<file path="src/rtl/control_cmd_dispatch_if.sv">
// Purpose : bundles the byte-receiver input, the shared handler command bus and
//           the dispatcher status outputs into one port.
// Latency : none, wires only.
// Backpressure: none; rx_valid and cmd_enable are single-cycle strobes with no ready.
// Ports (signals):
//   rx_data/rx_valid  received byte and its one-cycle strobe
//   cmd_data          byte forwarded to the handlers (shared bus)
//   cmd_enable        one-hot, one-cycle strobe per forwarded byte
//   cmd_done          per-handler completion pulse
//   cmd_abort         per-handler abort pulse
//   active_cmd/busy   selected handler index and command-in-progress flag
//   err_unknown/err_timeout  one-cycle error pulses
// Modports: master = dispatcher side, slave = receiver/handler side.
interface control_cmd_dispatch_if #(
  parameter int NUM_CMDS = 4,
  parameter int SEL_BITS = (NUM_CMDS > 1) ? $clog2(NUM_CMDS) : 1
);
  logic [7:0]          rx_data;
  logic                rx_valid;
  logic [7:0]          cmd_data;
  logic [NUM_CMDS-1:0] cmd_enable;
  logic [NUM_CMDS-1:0] cmd_done;
  logic [NUM_CMDS-1:0] cmd_abort;
  logic [SEL_BITS-1:0] active_cmd;
  logic                busy;
  logic                err_unknown;
  logic                err_timeout;

  modport master (
    input  rx_data, rx_valid, cmd_done,
    output cmd_data, cmd_enable, cmd_abort, active_cmd, busy, err_unknown, err_timeout
  );

  modport slave (
    output rx_data, rx_valid, cmd_done,
    input  cmd_data, cmd_enable, cmd_abort, active_cmd, busy, err_unknown, err_timeout
  );
endinterface

</file>
<file path="src/rtl/control_cmd_dispatch.sv">
// Purpose : decodes an opcode byte from the UART receiver, selects one command
//           handler, forwards every following byte to it until it reports done,
//           and aborts the handler if the inter-byte watchdog expires.
// Latency : 1 cycle from rx_valid to cmd_enable / err_unknown; all outputs registered.
// Backpressure: none; every rx_valid byte is consumed in the cycle it arrives.
// Ports:
//   clk, reset   clock and asynchronous active-high reset
//   io_bus       control_cmd_dispatch_if.master (rx byte in, handler bus out,
//                done in, abort out, busy/active_cmd/error status out)
module control_cmd_dispatch #(
  parameter int                    NUM_CMDS       = 4,
  parameter logic [NUM_CMDS*8-1:0] OPCODES        = {8'h72, 8'h62, 8'h46, 8'h4C},
  parameter int                    TIMEOUT_CYCLES = 50000,
  parameter int                    SEL_BITS       = (NUM_CMDS > 1) ? $clog2(NUM_CMDS) : 1
) (
  input  logic                    clk,
  input  logic                    reset,
  control_cmd_dispatch_if.master  io_bus
);

  // Counter is wide enough to hold TIMEOUT_CYCLES; keep at least one bit so a
  // disabled watchdog still elaborates cleanly.
  localparam int CNT_W = (TIMEOUT_CYCLES > 0) ? $clog2(TIMEOUT_CYCLES + 1) : 1;
  localparam bit WDOG_EN = (TIMEOUT_CYCLES != 0);
  localparam logic [CNT_W-1:0] CNT_LAST = CNT_W'((TIMEOUT_CYCLES > 0) ? TIMEOUT_CYCLES - 1 : 0);
  localparam logic [CNT_W-1:0] CNT_MAX  = '1;

  typedef enum logic {
    S_IDLE     = 1'b0,
    S_DISPATCH = 1'b1
  } state_t;

  // Registered state and outputs
  state_t              r_state;
  logic [SEL_BITS-1:0] r_active;
  logic [CNT_W-1:0]    r_cnt;
  logic [7:0]          r_cmd_data;
  logic [NUM_CMDS-1:0] r_cmd_enable;
  logic [NUM_CMDS-1:0] r_cmd_abort;
  logic                r_err_unknown;
  logic                r_err_timeout;

  // Next-state values
  state_t              w_state_nxt;
  logic [SEL_BITS-1:0] w_active_nxt;
  logic [CNT_W-1:0]    w_cnt_nxt;
  logic [7:0]          w_data_nxt;
  logic [NUM_CMDS-1:0] w_en_nxt;
  logic [NUM_CMDS-1:0] w_abort_nxt;
  logic                w_unk_nxt;
  logic                w_to_nxt;
  logic                w_take_op;

  // Opcode decode
  logic                w_dec_hit;
  logic [SEL_BITS-1:0] w_dec_idx;
  logic                w_done_sel;

  // Only the selected handler's done is meaningful; others are ignored.
  assign w_done_sel = io_bus.cmd_done[r_active];

  // Scan from the top down so the lowest matching index wins when the
  // opcode table contains duplicates.
  always_comb begin
    w_dec_hit = 1'b0;
    w_dec_idx = '0;
    for (int i = NUM_CMDS - 1; i >= 0; i--) begin
      if (io_bus.rx_data == OPCODES[8*i +: 8]) begin
        w_dec_hit = 1'b1;
        w_dec_idx = SEL_BITS'(i);
      end
    end
  end

  always_ff @(posedge clk or posedge reset) begin
    if (reset) begin
      r_state       <= S_IDLE;
      r_active      <= '0;
      r_cnt         <= '0;
      r_cmd_data    <= '0;
      r_cmd_enable  <= '0;
      r_cmd_abort   <= '0;
      r_err_unknown <= 1'b0;
      r_err_timeout <= 1'b0;
    end else begin
      r_state       <= w_state_nxt;
      r_active      <= w_active_nxt;
      r_cnt         <= w_cnt_nxt;
      r_cmd_data    <= w_data_nxt;
      r_cmd_enable  <= w_en_nxt;
      r_cmd_abort   <= w_abort_nxt;
      r_err_unknown <= w_unk_nxt;
      r_err_timeout <= w_to_nxt;
    end
  end

  always_comb begin
    w_state_nxt  = r_state;
    w_active_nxt = r_active;
    w_cnt_nxt    = r_cnt;
    w_data_nxt   = r_cmd_data;
    w_en_nxt     = '0;
    w_abort_nxt  = '0;
    w_unk_nxt    = 1'b0;
    w_to_nxt     = 1'b0;
    w_take_op    = 1'b0;

    unique case (r_state)
      S_IDLE: begin
        w_take_op = io_bus.rx_valid;
      end

      S_DISPATCH: begin
        if (w_done_sel) begin
          // Completion wins over a coincident byte: that byte is treated as
          // the next opcode and never reaches the finishing handler.
          w_state_nxt = S_IDLE;
          w_take_op   = io_bus.rx_valid;
        end else if (io_bus.rx_valid) begin
          w_data_nxt         = io_bus.rx_data;
          w_en_nxt[r_active] = 1'b1;
          w_cnt_nxt          = '0;
        end else if (WDOG_EN && (r_cnt == CNT_LAST)) begin
          w_abort_nxt[r_active] = 1'b1;
          w_to_nxt              = 1'b1;
          w_state_nxt           = S_IDLE;
        end else if (r_cnt != CNT_MAX) begin
          // Saturate rather than wrap (only reachable with the watchdog off).
          w_cnt_nxt = r_cnt + 1'b1;
        end
      end

      default: begin
        w_state_nxt = S_IDLE;
      end
    endcase

    // Opcode handling shared by IDLE and same-cycle re-dispatch.
    if (w_take_op) begin
      if (w_dec_hit) begin
        w_active_nxt = w_dec_idx;
        w_state_nxt  = S_DISPATCH;
        w_cnt_nxt    = '0;
      end else begin
        w_unk_nxt   = 1'b1;
        w_state_nxt = S_IDLE;
      end
    end
  end

  assign io_bus.cmd_data    = r_cmd_data;
  assign io_bus.cmd_enable  = r_cmd_enable;
  assign io_bus.cmd_abort   = r_cmd_abort;
  assign io_bus.active_cmd  = r_active;
  assign io_bus.busy        = (r_state == S_DISPATCH);
  assign io_bus.err_unknown = r_err_unknown;
  assign io_bus.err_timeout = r_err_timeout;

  // A handler must never see a byte and an abort in the same cycle.
  a_en_abort_excl : assert property (@(posedge clk) disable iff (reset)
    !(|(r_cmd_enable & r_cmd_abort)));

  a_en_onehot : assert property (@(posedge clk) disable iff (reset)
    $onehot0(r_cmd_enable));

endmodule
</file>
<file path="src/flat_wrapper.sv">
// flat-port wrapper written by rule: the top's interface ports become plain ports
module control_cmd_dispatch_flat 
#(
  parameter int                    NUM_CMDS       = 4,
  parameter logic [NUM_CMDS*8-1:0] OPCODES        = {8'h72, 8'h62, 8'h46, 8'h4C},
  parameter int                    TIMEOUT_CYCLES = 50000,
  parameter int                    SEL_BITS       = (NUM_CMDS > 1) ? $clog2(NUM_CMDS) : 1
)
  (clk, reset, io_bus_rx_data, io_bus_rx_valid, io_bus_cmd_done, io_bus_cmd_data, io_bus_cmd_enable, io_bus_cmd_abort, io_bus_active_cmd, io_bus_busy, io_bus_err_unknown, io_bus_err_timeout);
  control_cmd_dispatch_if #(.NUM_CMDS(NUM_CMDS), .SEL_BITS(SEL_BITS)) io_bus_i ();
  input  logic clk;
  input  logic reset;
  input wire logic [$bits(io_bus_i.rx_data)-1:0] io_bus_rx_data;
  input wire logic [$bits(io_bus_i.rx_valid)-1:0] io_bus_rx_valid;
  input wire logic [$bits(io_bus_i.cmd_done)-1:0] io_bus_cmd_done;
  output wire logic [$bits(io_bus_i.cmd_data)-1:0] io_bus_cmd_data;
  output wire logic [$bits(io_bus_i.cmd_enable)-1:0] io_bus_cmd_enable;
  output wire logic [$bits(io_bus_i.cmd_abort)-1:0] io_bus_cmd_abort;
  output wire logic [$bits(io_bus_i.active_cmd)-1:0] io_bus_active_cmd;
  output wire logic [$bits(io_bus_i.busy)-1:0] io_bus_busy;
  output wire logic [$bits(io_bus_i.err_unknown)-1:0] io_bus_err_unknown;
  output wire logic [$bits(io_bus_i.err_timeout)-1:0] io_bus_err_timeout;
  assign io_bus_i.rx_data = io_bus_rx_data;
  assign io_bus_i.rx_valid = io_bus_rx_valid;
  assign io_bus_i.cmd_done = io_bus_cmd_done;
  assign io_bus_cmd_data = io_bus_i.cmd_data;
  assign io_bus_cmd_enable = io_bus_i.cmd_enable;
  assign io_bus_cmd_abort = io_bus_i.cmd_abort;
  assign io_bus_active_cmd = io_bus_i.active_cmd;
  assign io_bus_busy = io_bus_i.busy;
  assign io_bus_err_unknown = io_bus_i.err_unknown;
  assign io_bus_err_timeout = io_bus_i.err_timeout;
  control_cmd_dispatch #(.NUM_CMDS(NUM_CMDS), .OPCODES(OPCODES), .TIMEOUT_CYCLES(TIMEOUT_CYCLES), .SEL_BITS(SEL_BITS)) u_core (.clk(clk), .reset(reset), .io_bus(io_bus_i));
endmodule
</file>
<file path="config.mk">
export PLATFORM = sky130hd
export DESIGN_NAME = control_cmd_dispatch_flat
export DESIGN_NICKNAME = d
export VERILOG_FILES = /design/src/rtl/control_cmd_dispatch_if.sv /design/src/rtl/control_cmd_dispatch.sv /design/src/flat_wrapper.sv
export SDC_FILE = /design/constraint.sdc
export NUM_CORES = 1
export LEC_CHECK = 0
export CORE_AREA = 2 2 67 69
export DETAILED_ROUTE_END_ITERATION = 7
export DIE_AREA = 0 0 69 71
export PLACE_DENSITY = 0.72
export SKIP_CTS_REPAIR_TIMING = 1
export SLEW_MARGIN = 20
export SYNTH_ARGS = -nofsm -noshare
export SYNTH_HDL_FRONTEND = slang
export SYNTH_SLANG_ARGS = --single-unit
</file>
<file path="constraint.sdc">
create_clock -name clk -period 2 [get_ports clk]
set_clock_uncertainty 0.15 [all_clocks]
set_input_delay 0.4 -clock clk [delete_from_list [all_inputs] [get_ports clk]]
set_output_delay 0.4 -clock clk [all_outputs]
set_load 0.05 [all_outputs]
</file>
# Yosys cells after proc, flatten, opt, wreduce, memory -nomap -nowiden

Index checks and enable logic that the tools add are counted.

Equality and inequality tests: 6
Order comparisons: 2
$add $sub $neg: 1
Bitwise gates (word level): 2
Mux-type cells: 40
Reductions and logical operators: 3

Operator list:

| operator                                                                            | number |
|---|---|
| 16-bit two-way mux                                                                  | 7 |
| 8-bit by 7-bit equality test with 1-bit output, second input constant               | 4 |
| 4-bit two-way mux                                                                   | 7 |
| 1-bit two-way mux                                                                   | 19 |
| 16-bit by 1-bit adder with 16-bit output, second input constant                     | 1 |
| 16-bit equality test, second input constant                                         | 1 |
| 16-bit != test, second input constant                                               | 1 |
| 2-bit two-way mux                                                                   | 4 |
| 2-bit by 3-bit < comparator with 1-bit output, second input constant                | 1 |
| 3-bit AND reduction                                                                 | 1 |
| 1-bit binary-select mux with 2-bit select                                           | 1 |
| 1-bit demux with 2-bit select                                                       | 1 |
| 2-bit by 1-bit greater-or-equal comparator with 1-bit output, second input constant | 1 |
| 1-bit NOT                                                                           | 2 |
| 1-bit one-hot mux with 2 select lines                                               | 1 |
| 2-bit AND reduction                                                                 | 1 |
| 1-bit logical AND                                                                   | 1 |

Output and inout port bits: 21
Logic and storage cells: 62
Flip-flop bits (word level): 37

# Logic depth before layout (Yosys ltp)

Word-level depth: 8
Depth in mapped cells: 8
Mapped depth without buffers: 6

# Worst setup path after synthesis

Ideal clock, no wire load.

Path kind: flip-flop to flip-flop
Start point: register u_core.r_active[1], in the netlist u_core.io_bus.active_cmd[1]
End point: register u_core.r_cnt[11]
Cell stages (with the launch flop): 7
Path buffers: 1
Arrival time: 2.171 ns
Library setup time: 0.078 ns
Slack: -0.399 ns
Path through: dfrtp_1 buf_6 mux2_2 a2bb2oi_4 or3_4 or3_1 a21oi_1

Longest elaborated chain between the ends: 6

RTL lines:

| item                                          | RTL line                    | text |
|---|---|---|
| from (decl)                                   | control_cmd_dispatch.sv:35  | `logic [SEL_BITS-1:0] r_active;` |
| from (signal assigned)                        | control_cmd_dispatch.sv:87  | `r_active <= w_active_nxt;` |
| 1-bit binary-select mux with 2-bit select (*) | control_cmd_dispatch.sv:60  | `assign w_done_sel = io_bus.cmd_done[r_active];` |
| 1-bit two-way mux (not written as such) (*)   | control_cmd_dispatch.sv:60  |  |
| 16-bit two-way mux                            | control_cmd_dispatch.sv:114 | `if (w_done_sel) begin` |
| 16-bit two-way mux                            | control_cmd_dispatch.sv:108 | `unique case (r_state)` |
| 16-bit two-way mux                            | control_cmd_dispatch.sv:140 | `if (w_dec_hit) begin` |
| 16-bit two-way mux (*)                        | control_cmd_dispatch.sv:139 | `if (w_take_op) begin` |
| net u_core.w_cnt_nxt[11]                      | control_cmd_dispatch.sv:46  | `logic [CNT_W-1:0] w_cnt_nxt;` |
| to (signal assigned)                          | control_cmd_dispatch.sv:88  | `r_cnt <= w_cnt_nxt;` |
| to (decl)                                     | control_cmd_dispatch.sv:36  | `logic [CNT_W-1:0] r_cnt;` |

The timed path passes the listed nets; every way through them passes the cells marked *. The select of a mux whose other input is x is not followed.
A chain may end at the register's enable or synchronous reset.

# Final worst setup path

Start point: register u_core.r_cnt[13]
End point: register u_core.r_cmd_abort[0], in the netlist u_core.io_bus.cmd_abort[0]

Longest elaborated chain between the ends: 5

RTL lines:

| item                      | RTL line                    | text |
|---|---|---|
| 16-bit equality test      | control_cmd_dispatch.sv:123 | `end else if (WDOG_EN && (r_cnt == CNT_LAST)) begin` |
| 4-bit two-way mux         | control_cmd_dispatch.sv:123 |  |
| 4-bit two-way mux         | control_cmd_dispatch.sv:119 | `end else if (io_bus.rx_valid) begin` |
| 4-bit two-way mux         | control_cmd_dispatch.sv:114 |  |
| 4-bit two-way mux         | control_cmd_dispatch.sv:108 |  |
| net u_core.w_abort_nxt[0] | control_cmd_dispatch.sv:49  | `logic [NUM_CMDS-1:0] w_abort_nxt;` |
| to (signal assigned)      | control_cmd_dispatch.sv:91  | `r_cmd_abort <= w_abort_nxt;` |
| to (decl)                 | control_cmd_dispatch.sv:39  | `logic [NUM_CMDS-1:0] r_cmd_abort;` |

The timed path passes the listed nets, and every way through them passes these cells.

==> out/qor.yml <==
timing:
  worst_pin_slew_ns: 0.489
  finalWorstSetupSlack_ns: -0.0743
  maxSlewHeadroom: 0.673
  period_minus_slack_ns: 2.07
  setup_viol_count_final: 10
  fin_tns_setup_ns: -0.393
  max_freq_ghz: 0.482
  rsz0062_at_grt: "true"
  final_hold_viol_count: 0
  period_share: 1.04
  slew_viol_final: 0
setup_path:
  r2r_slack_ns: -0.07
  worst_setup_path_end_kind: "flip-flop"
  crit_arrival_ns: 2.14
  cp_slowest_cell: "or4b_4"
  critPathCapture: "u_core.io_bus.cmd_abort[0]"
  timing.rr.start: "u_core.r_cnt[13]"
  cp_cell_sequence: "or4b_4, nor4_4, or3b_4, nor3_2"
  reg2regPathDepth: 4
  crit_type: "reg -> reg"
  required_ns: 2.07
  crit_buf_inv: 0
  r2r_end: "u_core.io_bus.cmd_abort[0]"
  setup.worst_path.start: "u_core.r_cnt[13]"
  crit_family: "simple AND/OR/NAND/NOR gates"
  slowest_delay_ns: 0.55
  cp_max_fo: 5
  cp.depth: 4
  startpoint_type: "flip-flop"
floorplanning:
  rows: 24
  die_y_um: 71
  coreArea_um2: 4200
  initial_core_util: 0.436
  die_x_um: 69
  pin_count: 36
  die-area_um2: 4900
clock_network:
  clock_path_buffers: 2
  clk_pin_slew_ns: 0.07
  root_buffer: "clkbuf_8"
  cts_made_buffers: 5
  clock_latency_ns: 0.29
  htreeDepth: 2
  cts_tree: "done"
  clkSinkCount: 37
power:
  p_switching_mw: 0.754
  powerDensity_nw_per_um2: 857
  p_leak_nw: 1.18
  p_int_mw: 1.55
  power.share.clock: 0.293
  switching_share: 0.327
  pwr-share-seq: 0.405
  ir_worst_vdd_mv: 0.370
  comb_power_share: 0.302
hold_path:
  hold_class: "reg -> reg"
synthesis:
  synthTopCellsByArea: "dfrtp_1 51%, mux2_2 6.1%, nor2_1 4.3%"
  synth_top_area_frac: 0.505
  synthesis.nets: 183
  synth_area_um2: 1830
  synth_ff_type: "dfrtp_1"
  yosys_warnings: 0
  post-synth-top-area-cell: "dfrtp_1"
  ys_ff_latch: 37
  syn_area_per_cell_um2: 11.0
  async_flop_share: 1.00
  yosysSeqAreaShare: 0.505
  syn_inst: 167
  synth-edff-count: 0
  yosys.cell_types.count: 42
drt:
  vias: 1568
  drc_errors: 0
  wl_met2_um: 2430
  wl_per_cell_um: 15.6
  drt-met1-wl_um: 1860
  totalWireLength_um: 4580
  vias_per_cell: 5.35
  ant_nets: 0
  dr.pass1.iters: 4
  drtIter0Drc: 83
  wl_met3_um: 200
  highest_layer: "met4"
global_route:
  grt_start_max_net_pins: 38
  grt_pass1_wl_um: 7200
  first_global_vias: 1577
  grt_antenna_before_repair: 0
  overflow: 0
  track_usage: 0.185
cells_and_area:
  fin_nets: 256
  layout-drive-gt1-share: 0.440
  final_core_util: 0.639
  fillCellCount: 319
  area_delta_synth_final_pct: 46.7
  stdcell_area_um2: 2690
  n_antenna_cell: 0
  seq_area_um2: 928
  final_cells: 293
  multi_input_area_um2: 972
placed_design:
  place.gp.congestion: 0.883
  port_buffers: 35
  place_area_um2: 2490
  dp_cells: 283
  hpwlAfterDp_um: 3230
  dp_slack_ns: -0.334
outcome:
  violations: "negative setup slack"
  status: "complete, but fails checks"
job:
  cap_violations: 0
## registers in the layout, indices dropped and copies added, names as in the netlist
register,count
u_core.io_bus.active_cmd,2
u_core.io_bus.busy,1
u_core.io_bus.cmd_abort,4
u_core.io_bus.cmd_data,8
u_core.io_bus.cmd_enable,4
u_core.io_bus.err_timeout,1
u_core.io_bus.err_unknown,1
u_core.r_cnt,16
## worst min-delay path by stage
stage	start	endpoint	slack [ns]	depth (start not counted)
after floorplan	u_core.r_cnt[1]	u_core.r_cnt[1]	0.38	2
after detailed placement	u_core.io_bus.cmd_data[4]	u_core.io_bus.cmd_data[4]	0.34	1
after global routing	u_core.io_bus.cmd_data[6]	u_core.io_bus.cmd_data[6]	0.39	1
after CTS	u_core.io_bus.cmd_data[4]	u_core.io_bus.cmd_data[4]	0.36	1
after global placement	u_core.io_bus.cmd_data[5]	u_core.io_bus.cmd_data[5]	0.34	1
final	u_core.io_bus.cmd_data[4]	u_core.io_bus.cmd_data[4]	0.36	1
## metrics by stage
step                      power (mW)  hold slack, ns
final                           2.30           0.359
after global placement          1.60           0.340
after global routing            2.41           0.392
after CTS                       2.30           0.362
after detailed placement        1.63           0.345
after floorplan                 1.36           0.380
## metal layers
| metal | GRT usage | vias up |
|---|---|---|
| met1 | 0.211 | 776 |
| met4 | 0.0566 | 0 |
| met3 | 0.0527 | 13 |
| li1 | - | 742 |
| met5 | 0 | - |
| met2 | 0.337 | 37 |
## cells by family after synthesis
| logic type | count (synthesis) | synth area share |
|---|---|---|
| and+or+nand+nor | 81 | 0.268 |
| DFF | 37 | 0.505 |
| muxes | 14 | 0.0833 |
| AOI/OAI and AO/OA | 13 | 0.0567 |
| xor gates and xnor gates | 11 | 0.0526 |
| buffers and inverters | 10 | 0.0266 |
| adders and majority gates | 1 | 0.00683 |
## placed cells by master, fill, tap and decap left out, drive strengths merged, types with 2 or more instances in the layout
cell and count:
nand4 5, o21ai 2, nor2b 4, xnor2 9
and4 3, clkdlybuf4s50 15, nand2 8, and2 2
buf 56, or3 3, xor2 2, mux2 10
nand2b 4, or2b 2, inv 4, nor4 8
or3b 2, mux2i 4, nand3 4, nor2 21
nor3 7, nor4b 2, clkbuf 6, a2bb2oi 2
nor3b 2, dfrtp 37, a41oi 2, a21oi 4
## cells in the mapped netlist (all sizes together), types with 2 or more instances
library cell	count
dfrtp	37
xnor2	9
nand3	4
nand4	5
inv	4
or3b	2
and2	2
nor4	8
nor2	21
nor3	7
buf	4
xor2	2
and4	3
clkbuf	2
nand2b	4
a21oi	4
mux2	10
or3	3
nor4b	2
nand2	8
mux2i	4
or2b	2
a41oi	2
o21ai	2
nor2b	4
nor3b	2
## power groups by stage
stage                     combinational, mW  sequential (mW)  clock [mW]
after floorplan                       0.186             1.18           0
after global placement                0.659            0.936           0
after detailed placement              0.681            0.945           0
after CTS                             0.680            0.930       0.692
after global routing                  0.738            0.946       0.724
final                                 0.696            0.932       0.675
## cell type report
class / instances / area share
inverters: 4 / 0.00559
clock buffers: 6 / 0.0307
clock inverters: 2 / 0.0140
well taps: 52 / 0.0242
flip-flops and latches: 37 / 0.345
repair buffers: 71 / 0.218
multi-input cells: 121 / 0.362
## worst register-to-register path: cells and delay by family (launching register included)
family | cells | cell delay [ns]
simple gates | 4 | 1.47
flops | 1 | 0.39
(Power assumes the default switching activity.)
